[config.mk]
export PLATFORM = sky130hd
export DESIGN_NAME = spi_mem_ctrl_flat
export DESIGN_NICKNAME = d
export VERILOG_FILES = /design/src/rtl/spi_mem_ctrl_pkg.sv /design/src/rtl/spi_mem_ctrl_if.sv /design/src/rtl/spi_mem_ctrl_lane_fmt.sv /design/src/rtl/spi_mem_ctrl.sv /design/src/flat_wrapper.sv
export SDC_FILE = /design/constraint.sdc
export NUM_CORES = 1
export LEC_CHECK = 0
export ABC_CLOCK_PERIOD_IN_PS = 5600
export BUFFER_PORTS_ARGS = -buffer_cell sky130_fd_sc_hd__clkbuf_2
export CORE_MARGIN = 10
export CORE_UTILIZATION = 55
export CTS_BUF_LIST = sky130_fd_sc_hd__clkbuf_4
export DETAILED_ROUTE_END_ITERATION = 12
export PLACE_DENSITY = 0.87
export SYNTH_ARGS = -nofsm -noshare
export SYNTH_HDL_FRONTEND = slang
export SYNTH_SLANG_ARGS = --single-unit
[constraint.sdc]
create_clock -name clk -period 5.6 [get_ports clk]
set_input_delay 0 -clock clk [delete_from_list [all_inputs] [get_ports clk]]
set_output_delay 0 -clock clk [all_outputs]
set_load 0.005 [all_outputs]
[src/rtl/spi_mem_ctrl_pkg.sv]
// Shared definitions for the SPI memory front end: command bytes, access
// size encodings, controller states and the alignment rule.
package spi_mem_ctrl_pkg;

   localparam logic [7:0] READ_CMD  = 8'h03;
   localparam logic [7:0] WRITE_CMD = 8'h02;

   localparam logic [1:0] SZ_BYTE = 2'd0;
   localparam logic [1:0] SZ_HALF = 2'd1;
   localparam logic [1:0] SZ_WORD = 2'd2;

   typedef enum logic [1:0] {
      ST_IDLE,
      ST_ISSUE,
      ST_WAIT,
      ST_RESP
   } state_e;

   // Size 3 is handled as a word.
   function automatic logic is_misaligned(input logic [1:0] size, input logic [1:0] lo);
      logic bad;
      bad = 1'b0;
      if (size == SZ_HALF)
         bad = lo[0];
      else if (size != SZ_BYTE)
         bad = (lo != 2'b00);
      return bad;
   endfunction

endpackage

[src/rtl/spi_mem_ctrl_if.sv]
// CPU-side load/store bus plus the SPI master control bus of spi_mem_ctrl.
interface spi_mem_ctrl_if;
   logic        mem_req;
   logic        mem_we;
   logic [23:0] mem_addr;
   logic [1:0]  mem_size;
   logic [31:0] mem_wdata;
   logic [31:0] mem_rdata;
   logic        mem_ready;
   logic        mem_err;
   logic        buf_flush;
   logic        spi_start;
   logic        spi_write;
   logic [31:0] spi_cmd_addr;
   logic [5:0]  spi_data_len;
   logic [31:0] spi_wdata;
   logic [31:0] spi_rdata;
   logic        spi_done;

   modport slave (
      input  mem_req, mem_we, mem_addr, mem_size, mem_wdata, buf_flush,
      input  spi_rdata, spi_done,
      output mem_rdata, mem_ready, mem_err,
      output spi_start, spi_write, spi_cmd_addr, spi_data_len, spi_wdata
   );

   modport master (
      output mem_req, mem_we, mem_addr, mem_size, mem_wdata, buf_flush,
      output spi_rdata, spi_done,
      input  mem_rdata, mem_ready, mem_err,
      input  spi_start, spi_write, spi_cmd_addr, spi_data_len, spi_wdata
   );
endinterface

[src/rtl/spi_mem_ctrl_lane_fmt.sv]
// Combinational byte-lane formatting: CPU store data to SPI byte order
// (first byte in [31:24]) and SPI read word to little-endian CPU order.
module spi_mem_lane_fmt
   import spi_mem_ctrl_pkg::*;
(
   input  logic [1:0]  size_i,
   input  logic [31:0] wdata_i,
   input  logic [31:0] rdata_i,
   output logic [31:0] wdata_o,
   output logic [5:0]  len_o,
   output logic [31:0] rdata_o
);

   always_comb begin
      wdata_o = {wdata_i[7:0], wdata_i[15:8], wdata_i[23:16], wdata_i[31:24]};
      len_o   = 6'd32;
      case (size_i)
         SZ_BYTE: begin
            wdata_o = {wdata_i[7:0], 24'h0};
            len_o   = 6'd8;
         end
         SZ_HALF: begin
            wdata_o = {wdata_i[7:0], wdata_i[15:8], 16'h0};
            len_o   = 6'd16;
         end
         default: ;
      endcase
   end

   assign rdata_o = {rdata_i[7:0], rdata_i[15:8], rdata_i[23:16], rdata_i[31:24]};

endmodule

[src/rtl/spi_mem_ctrl.sv]
// Memory-mapped front end for the SPI master: single load/store requests
// become 0x03/0x02 SPI transactions, with a one-word read buffer.
module spi_mem_ctrl
   import spi_mem_ctrl_pkg::*;
#(
   parameter bit BUF_EN = 1'b1
) (
   input  logic           clk,
   input  logic           rst_n,
   spi_mem_ctrl_if.slave  bus
);

   state_e      state_q, state_d;
   logic        we_q, we_d;
   logic        err_q, err_d;
   logic [21:0] word_q, word_d;
   logic [31:0] rdata_q, rdata_d;
   logic        buf_valid_q, buf_valid_d;
   logic [21:0] buf_addr_q, buf_addr_d;
   logic        spi_write_q, spi_write_d;
   logic [31:0] spi_cmd_addr_q, spi_cmd_addr_d;
   logic [5:0]  spi_len_q, spi_len_d;
   logic [31:0] spi_wdata_q, spi_wdata_d;

   logic [31:0] fmt_wdata;
   logic [5:0]  fmt_len;
   logic [31:0] fmt_rdata;
   logic        req_mis;
   logic        req_hit;

   spi_mem_lane_fmt u_fmt (
      .size_i  (bus.mem_size),
      .wdata_i (bus.mem_wdata),
      .rdata_i (bus.spi_rdata),
      .wdata_o (fmt_wdata),
      .len_o   (fmt_len),
      .rdata_o (fmt_rdata)
   );

   assign req_mis = is_misaligned(bus.mem_size, bus.mem_addr[1:0]);
   assign req_hit = buf_valid_q && (buf_addr_q == bus.mem_addr[23:2]);

   // Buffer data is rdata_q itself: it only changes on load completions,
   // and every successful load refills the buffer with that same value.
   always_comb begin
      state_d        = state_q;
      we_d           = we_q;
      err_d          = err_q;
      word_d         = word_q;
      rdata_d        = rdata_q;
      buf_valid_d    = buf_valid_q;
      buf_addr_d     = buf_addr_q;
      spi_write_d    = spi_write_q;
      spi_cmd_addr_d = spi_cmd_addr_q;
      spi_len_d      = spi_len_q;
      spi_wdata_d    = spi_wdata_q;
      case (state_q)
         ST_IDLE: begin
            if (bus.mem_req) begin
               we_d   = bus.mem_we;
               err_d  = req_mis;
               word_d = bus.mem_addr[23:2];
               if (bus.mem_we && req_hit)
                  buf_valid_d = 1'b0;
               if (req_mis) begin
                  state_d = ST_RESP;
               end else if (!bus.mem_we && BUF_EN && req_hit) begin
                  state_d = ST_RESP;
               end else begin
                  state_d     = ST_ISSUE;
                  spi_write_d = bus.mem_we;
                  if (bus.mem_we) begin
                     spi_cmd_addr_d = {WRITE_CMD, bus.mem_addr};
                     spi_len_d      = fmt_len;
                     spi_wdata_d    = fmt_wdata;
                  end else begin
                     spi_cmd_addr_d = {READ_CMD, bus.mem_addr[23:2], 2'b00};
                     spi_len_d      = 6'd32;
                     spi_wdata_d    = '0;
                  end
               end
            end
         end
         ST_ISSUE: state_d = ST_WAIT;
         ST_WAIT: begin
            if (bus.spi_done) begin
               state_d = ST_RESP;
               if (!we_q)
                  rdata_d = fmt_rdata;
            end
         end
         ST_RESP: begin
            state_d = ST_IDLE;
            if (!we_q && !err_q) begin
               buf_valid_d = BUF_EN;
               buf_addr_d  = word_q;
            end
         end
         default: state_d = ST_IDLE;
      endcase
      if (bus.buf_flush)
         buf_valid_d = 1'b0;
   end

   always_ff @(posedge clk or negedge rst_n) begin
      if (!rst_n) begin
         state_q        <= ST_IDLE;
         we_q           <= 1'b0;
         err_q          <= 1'b0;
         word_q         <= '0;
         rdata_q        <= '0;
         buf_valid_q    <= 1'b0;
         buf_addr_q     <= '0;
         spi_write_q    <= 1'b0;
         spi_cmd_addr_q <= '0;
         spi_len_q      <= '0;
         spi_wdata_q    <= '0;
      end else begin
         state_q        <= state_d;
         we_q           <= we_d;
         err_q          <= err_d;
         word_q         <= word_d;
         rdata_q        <= rdata_d;
         buf_valid_q    <= buf_valid_d;
         buf_addr_q     <= buf_addr_d;
         spi_write_q    <= spi_write_d;
         spi_cmd_addr_q <= spi_cmd_addr_d;
         spi_len_q      <= spi_len_d;
         spi_wdata_q    <= spi_wdata_d;
      end
   end

   assign bus.mem_rdata    = rdata_q;
   assign bus.mem_ready    = (state_q == ST_RESP);
   assign bus.mem_err      = (state_q == ST_RESP) && err_q;
   assign bus.spi_start    = (state_q == ST_ISSUE);
   assign bus.spi_write    = spi_write_q;
   assign bus.spi_cmd_addr = spi_cmd_addr_q;
   assign bus.spi_data_len = spi_len_q;
   assign bus.spi_wdata    = spi_wdata_q;

endmodule

[src/flat_wrapper.sv]
// flat-port wrapper written by rule: the top's interface ports become plain ports
module spi_mem_ctrl_flat import spi_mem_ctrl_pkg::*;
#(
   parameter bit BUF_EN = 1'b1
)
  (clk, rst_n, bus_mem_req, bus_mem_we, bus_mem_addr, bus_mem_size, bus_mem_wdata, bus_buf_flush, bus_spi_rdata, bus_spi_done, bus_mem_rdata, bus_mem_ready, bus_mem_err, bus_spi_start, bus_spi_write, bus_spi_cmd_addr, bus_spi_data_len, bus_spi_wdata);
  spi_mem_ctrl_if bus_i ();
  input  logic clk;
  input  logic rst_n;
  input wire logic [$bits(bus_i.mem_req)-1:0] bus_mem_req;
  input wire logic [$bits(bus_i.mem_we)-1:0] bus_mem_we;
  input wire logic [$bits(bus_i.mem_addr)-1:0] bus_mem_addr;
  input wire logic [$bits(bus_i.mem_size)-1:0] bus_mem_size;
  input wire logic [$bits(bus_i.mem_wdata)-1:0] bus_mem_wdata;
  input wire logic [$bits(bus_i.buf_flush)-1:0] bus_buf_flush;
  input wire logic [$bits(bus_i.spi_rdata)-1:0] bus_spi_rdata;
  input wire logic [$bits(bus_i.spi_done)-1:0] bus_spi_done;
  output wire logic [$bits(bus_i.mem_rdata)-1:0] bus_mem_rdata;
  output wire logic [$bits(bus_i.mem_ready)-1:0] bus_mem_ready;
  output wire logic [$bits(bus_i.mem_err)-1:0] bus_mem_err;
  output wire logic [$bits(bus_i.spi_start)-1:0] bus_spi_start;
  output wire logic [$bits(bus_i.spi_write)-1:0] bus_spi_write;
  output wire logic [$bits(bus_i.spi_cmd_addr)-1:0] bus_spi_cmd_addr;
  output wire logic [$bits(bus_i.spi_data_len)-1:0] bus_spi_data_len;
  output wire logic [$bits(bus_i.spi_wdata)-1:0] bus_spi_wdata;
  assign bus_i.mem_req = bus_mem_req;
  assign bus_i.mem_we = bus_mem_we;
  assign bus_i.mem_addr = bus_mem_addr;
  assign bus_i.mem_size = bus_mem_size;
  assign bus_i.mem_wdata = bus_mem_wdata;
  assign bus_i.buf_flush = bus_buf_flush;
  assign bus_i.spi_rdata = bus_spi_rdata;
  assign bus_i.spi_done = bus_spi_done;
  assign bus_mem_rdata = bus_i.mem_rdata;
  assign bus_mem_ready = bus_i.mem_ready;
  assign bus_mem_err = bus_i.mem_err;
  assign bus_spi_start = bus_i.spi_start;
  assign bus_spi_write = bus_i.spi_write;
  assign bus_spi_cmd_addr = bus_i.spi_cmd_addr;
  assign bus_spi_data_len = bus_i.spi_data_len;
  assign bus_spi_wdata = bus_i.spi_wdata;
  spi_mem_ctrl #(.BUF_EN(BUF_EN)) u_core (.clk(clk), .rst_n(rst_n), .bus(bus_i));
endmodule
* Yosys cells after proc, flatten, opt, wreduce, memory -nomap -nowiden
Cells that the tools add are included.
** Word-level totals
- Input bits :: 96
- Logic and storage cells :: 60
- Flip-flop bits (word level) :: 152
- Output and inout bits :: 106
** Cells by class
- Multiplexer cells :: 17
- Reduce and logical (&&, ||, !) cells :: 19
- Bitwise gates (word level) :: 3
- Equal/unequal tests :: 10
** Operators by type and width (number)
- $pmux W24 S2 :: 1
- $mux W32 :: 1
- $mux W25 :: 1
- $eq A22 B22 Y1 :: 1
- $pmux W6 S2 :: 1
- $mux W2 :: 4
- $pmux W2 S4 :: 1
- $reduce_and A4 Y1 :: 2
- $mux W1 :: 6
- $mux W6 :: 1
- $ne A3 B2 Y1 const B :: 2
- $reduce_and A2 Y1 :: 3
- $logic_and A1 B1 Y1 :: 5
- $eq A2 B1 Y1 const B :: 2
- $eq A2 B2 Y1 const B :: 2
- $logic_not A2 Y1 :: 2
- $ne A2 B2 Y1 const B :: 2
- $reduce_bool A2 Y1 :: 2
- $logic_not A1 Y1 :: 3
- $ne A3 B3 Y1 const B :: 1
- $not A1 Y1 :: 3
- $reduce_and A3 Y1 :: 1
- $reduce_bool A3 Y1 :: 1
- $pmux W1 S2 :: 1

* Longest topological paths before layout
- Depth after elaboration :: 7
- Gate-level depth with buffers :: 9
- Mapped depth without buffers :: 6

* By module
From an unflattened synthesis, not the netlist that was laid out.
** Second synthesis, totals
- Cells, all modules :: 632
- Area, all modules :: 6979.2 sq um
** Modules (own cells, without submodules)
- spi_mem_ctrl :: area each 6439.9 sq um, cells an instance 557, times used 1, seq. area each 3653.5 sq um
- spi_mem_lane_fmt :: area each 539.3 sq um, cells an instance 75, times used 1, seq. area each 0.0 sq um

* Worst setup path before layout
Ideal clock, no wire load.
- Kind :: flip-flop to flip-flop
- Start :: register u_core.state_q[0]
- End :: register u_core.spi_cmd_addr_q[15], in the netlist u_core.bus.spi_cmd_addr[15]
- Clock period less this slack :: 1858 ps
- Stages on the path, launching flop included :: 10
- Setup slack :: 3742 ps
- Library setup time :: 127 ps
- Arrival time :: 1731 ps
- Required time :: 5473 ps
- Path buffers :: 3
- Cells stage by stage :: dfrtp_1 -> inv_1 -> ha_1 -> buf_2 -> nand2_2 -> nor2_1 -> a21bo_1 -> buf_6 -> buf_6 -> mux2_1
** On the way
- Cells in the longest elaborated chain, start to end :: 2
** RTL lines
- from (decl) :: line spi_mem_ctrl.sv:13 : state_e state_q, state_d;
- from (signal assigned) :: line spi_mem_ctrl.sv:119 : state_q <= state_d;
- $logic_not A2 Y1 :: line spi_mem_ctrl.sv:57 : case (state_q)
- $reduce_and A4 Y1 (no source line)
- to (signal assigned) :: line spi_mem_ctrl.sv:127 : spi_cmd_addr_q <= spi_cmd_addr_d;
- to (decl) :: line spi_mem_ctrl.sv:21 : logic [31:0] spi_cmd_addr_q, spi_cmd_addr_d;
Every way passes these cells.
A chain may end at the register's enable or synchronous reset.

* Worst setup path after layout
- Start :: register u_core.state_q[0]
- End :: register u_core.spi_len_q[4], in the netlist u_core.bus.spi_data_len[4]
** On the way
- Cells in the longest elaborated chain, start to end :: 2
** RTL lines
- $logic_not A2 Y1 :: line spi_mem_ctrl.sv:57
- $reduce_and A4 Y1 (no source line)
- to (signal assigned) :: line spi_mem_ctrl.sv:128 : spi_len_q <= spi_len_d;
- to (decl) :: line spi_mem_ctrl.sv:22 : logic [5:0] spi_len_q, spi_len_d;
Every way passes these cells.

==> flow_summary.ini <==
[synth]
yosysUniqueCellTypes = 35
syn_avg_cell_area_um2 = 15.02
synthXorXnorAreaFrac_pct = 3.366
yosys_warnings = 0
synthAdderAreaFrac_pct = 0.8743
synth_ff_type = dfrtp_1
synth-edff-count = 0
yosysTopAreaCellShare_pct = 62.51
synth-compound-area-share_pct = 6.995
yosys.area_share.simple_pct = 3.060
synth_top_family_by_area = multiplexers
async_flop_share_pct = 100.0
yosysTopAreaCell = dfrtp_1
yosysSeqAreaShare_pct = 62.51
synth-seq-cells = 143
syn_inst = 381
synth_area_mm2 = 0.005724
synth_area_leaders = dfrtp_1, mux2_2, a22o_1
synth.area.mux_share_pct = 19.45

[pwr]
p_int_w = 0.002731
p_clk_share_pct = 19.1
p_leak_nw = 3.968
p_switching_w = 0.001272
power_frac_comb_pct = 35.0
powerDensity_mw_per_mm2 = 495.1
seqPwrFrac_pct = 45.9
fin_total_pwr_w = 0.004004
ir_drop_mv = 0.2485
swShare_pct = 31.77

[detailed_routing]
wl_per_cell_um = 20.02
first_pass_iters = 4
via_count = 4345
drt_iter0_markers = 442
routed_via_density = 5.273
wl_mm = 16.50
detail-route-antenna-nets = 0
route.detailed.drc = 0

[clock_network]
cts_root_buffer = clkbuf_4
clk_path_buf_depth = 2
cts.sinks = 143
post_cts_buffers = 0
insertion_delay_ps = 510
clk_pin_slew_ps = 130
cts_made_buffers = 17
h-tree-depth = 4
postCtsHoldBufs = 99
post_cts_resize_count = 0
cts_tree = built

[sta]
period_share_pct = 57.47
max_slew_margin_pct = 19.61
slew_violations = 0
finalSetupViolCount = 0
max_freq_ghz = 0.3107
period_minus_slack_ps = 3218
setup_tns_ps = 0
hold_viol = 0
skew_ps = 19.66
rsz0062_at_grt = false
tightestPinTransition_ps = 1205

[floorplanning]
ios = 202
num_rows = 37
start_util_pct = 55.95
die_area_mm2 = 0.01489
die_h_um = 122.0
fp.dieW_um = 122.0
design.core.area_mm2 = 0.01023

[place]
portBuffers = 192
dpl.hpwl_mm = 10.55
place.gp.congestion = 0.8134

[flow_run]
maxCapViolCount = 0

[global_routing]
grt_max_degree = 95
first_global_vias = 4932
antenna_found_initial = 0
grt_pass1_wl_mm = 25.64
grt_remaining_overflow = 0
grt_use_total_pct = 21.93

[layout]
fillers = 584
final_nets = 775
n_antenna_cell = 0
area_growth_pct = 41.27
final_cell_mix = clkbuf_2, dfrtp_1, dlygate4sd3_1, mux2_2, a22o_1
drive_above_1_share_pct = 44.91
layout_commonest_cell = clkbuf_2

[worst_hold_path]
hold_path_class = primary input to register

[critical_path]
worstPathMaxFanout = 52
worstPathArrival_ps = 3670
startpoint_type = register
critical_path_required_ps = 6050
end_kind = register
path_class = register to register

[outcome]
status = complete, no violations
-- cell usage after synthesis (2+ instances only) --
cell type and n:
nand4_1 5, buf_2 4, and2_1 2, buf_6 2
buf_1 2, o21a_1 2, a21o_1 2, dfrtp_1 143
a22o_1 35, mux2_2 79, nand3_1 2, ha_1 4
clkbuf_1 4, nor3_1 3, xnor2_1 22, mux2_1 19
nand2b_1 3, nor2b_1 2, nand2_1 3, a21oi_1 7
inv_1 6, buf_4 13, nor2_1 5
-- state kept, by name, summed over array words and instances (netlist names) --
signal	flops
u_core.buf_addr_q	22
u_core.buf_valid_q	1
u_core.bus.mem_rdata	32
u_core.bus.spi_cmd_addr	26
u_core.bus.spi_data_len	3
u_core.bus.spi_wdata	32
u_core.bus.spi_write	1
u_core.err_q	1
u_core.state_q	2
u_core.we_q	1
u_core.word_q	22
-- per-layer routing --
layer / wire, um / vias to the layer above / global-route usage (%)
li1: - / 1933 / -
met1: 6147 / 2178 / 23.78
met2: 8645 / 197 / 38.56
met3: 1257 / 37 / 6.707
met4: 446 / 0 / 9.911
met5: 0 / - / 0
-- metrics by stage --
stage	util [%]	setup slack [ps]	hold slack [ps]	area, um2	std cells
2_1_floorplan	-	3742	-295.6	5754	389
3_3_place_gp	65.81	2886	-49.28	6733	693
3_5_place_dp	65.81	2732	-41.61	6733	693
4_1_cts	79.04	2364	198.6	8087	824
5_1_grt	79.04	2170	215.1	8087	824
6_report	79.04	2382	252.1	8087	824
-- logic make-up (layout without fill, tap and decap cells) --
group | Yosys count | after routing
compound gates | 49 | 49
xor+xnor | 22 | 22
fa+ha+maj | 4 | 4
buf+inv | 33 | 332
flops | 143 | 143
mux | 99 | 99
other cells | 1 | 9
simple gates | 30 | 30
-- power groups by stage --
| stage | registers (W) | logic [W] | clock network (W) |
|---|---|---|---|
| global placement | 0.00178 | 0.00127 | 0 |
| floorplan | 0.00180 | 0.000740 | 0 |
| CTS | 0.00181 | 0.00140 | 0.000778 |
| finish | 0.00184 | 0.00140 | 0.000765 |
| detailed placement | 0.00183 | 0.00133 | 0 |
| global route | 0.00189 | 0.00153 | 0.000821 |
-- final timing paths --
path                                                    startpoint                                      end  slack (ps)  cells past startpoint
max                                  u_core.state_q[0]$_DFFE_PN0P_   u_core.bus.spi_data_len[4]$_DFFE_PN0P_        2380                      8
min                                              bus_mem_wdata[29]      u_core.bus.spi_wdata[5]$_DFFE_PN0P_         250                      3
max reg2reg                          u_core.state_q[0]$_DFFE_PN0P_   u_core.bus.spi_data_len[4]$_DFFE_PN0P_        2380                      8
min reg2reg                u_core.bus.spi_cmd_addr[25]$_DFFE_PN0P_  u_core.bus.spi_cmd_addr[25]$_DFFE_PN0P_         480                      1
max in group asynchronous                                    rst_n             u_core.word_q[3]$_DFFE_PN0P_        3940                      4
min in group asynchronous                                    rst_n     u_core.bus.mem_rdata[19]$_DFFE_PN0P_         530                      4
-- area by class of cell --
class / count / area, um2 / share of cell area [%]
flip-flops and latches: 143 / 3578 / 44.25
inverters: 6 / 22.52 / 0.2785
well taps: 136 / 170.2 / 2.104
repair buffers: 294 / 1998 / 24.71
clock buffers: 17 / 127.6 / 1.578
multi-input cells: 213 / 1972 / 24.38
clock inverters: 15 / 217.7 / 2.692
-- worst max-delay path, stage by stage, from the launching register on --
cell           delay [ps]
dfrtp_1               420
inv_1                  80
ha_1                  300
nand2_2               490
nor2_1                120
a21bo_2               380
buf_4                 550
a22o_1                240
dlygate4sd3_1         540
No activity file was read; power rests on OpenSTA's default activity.
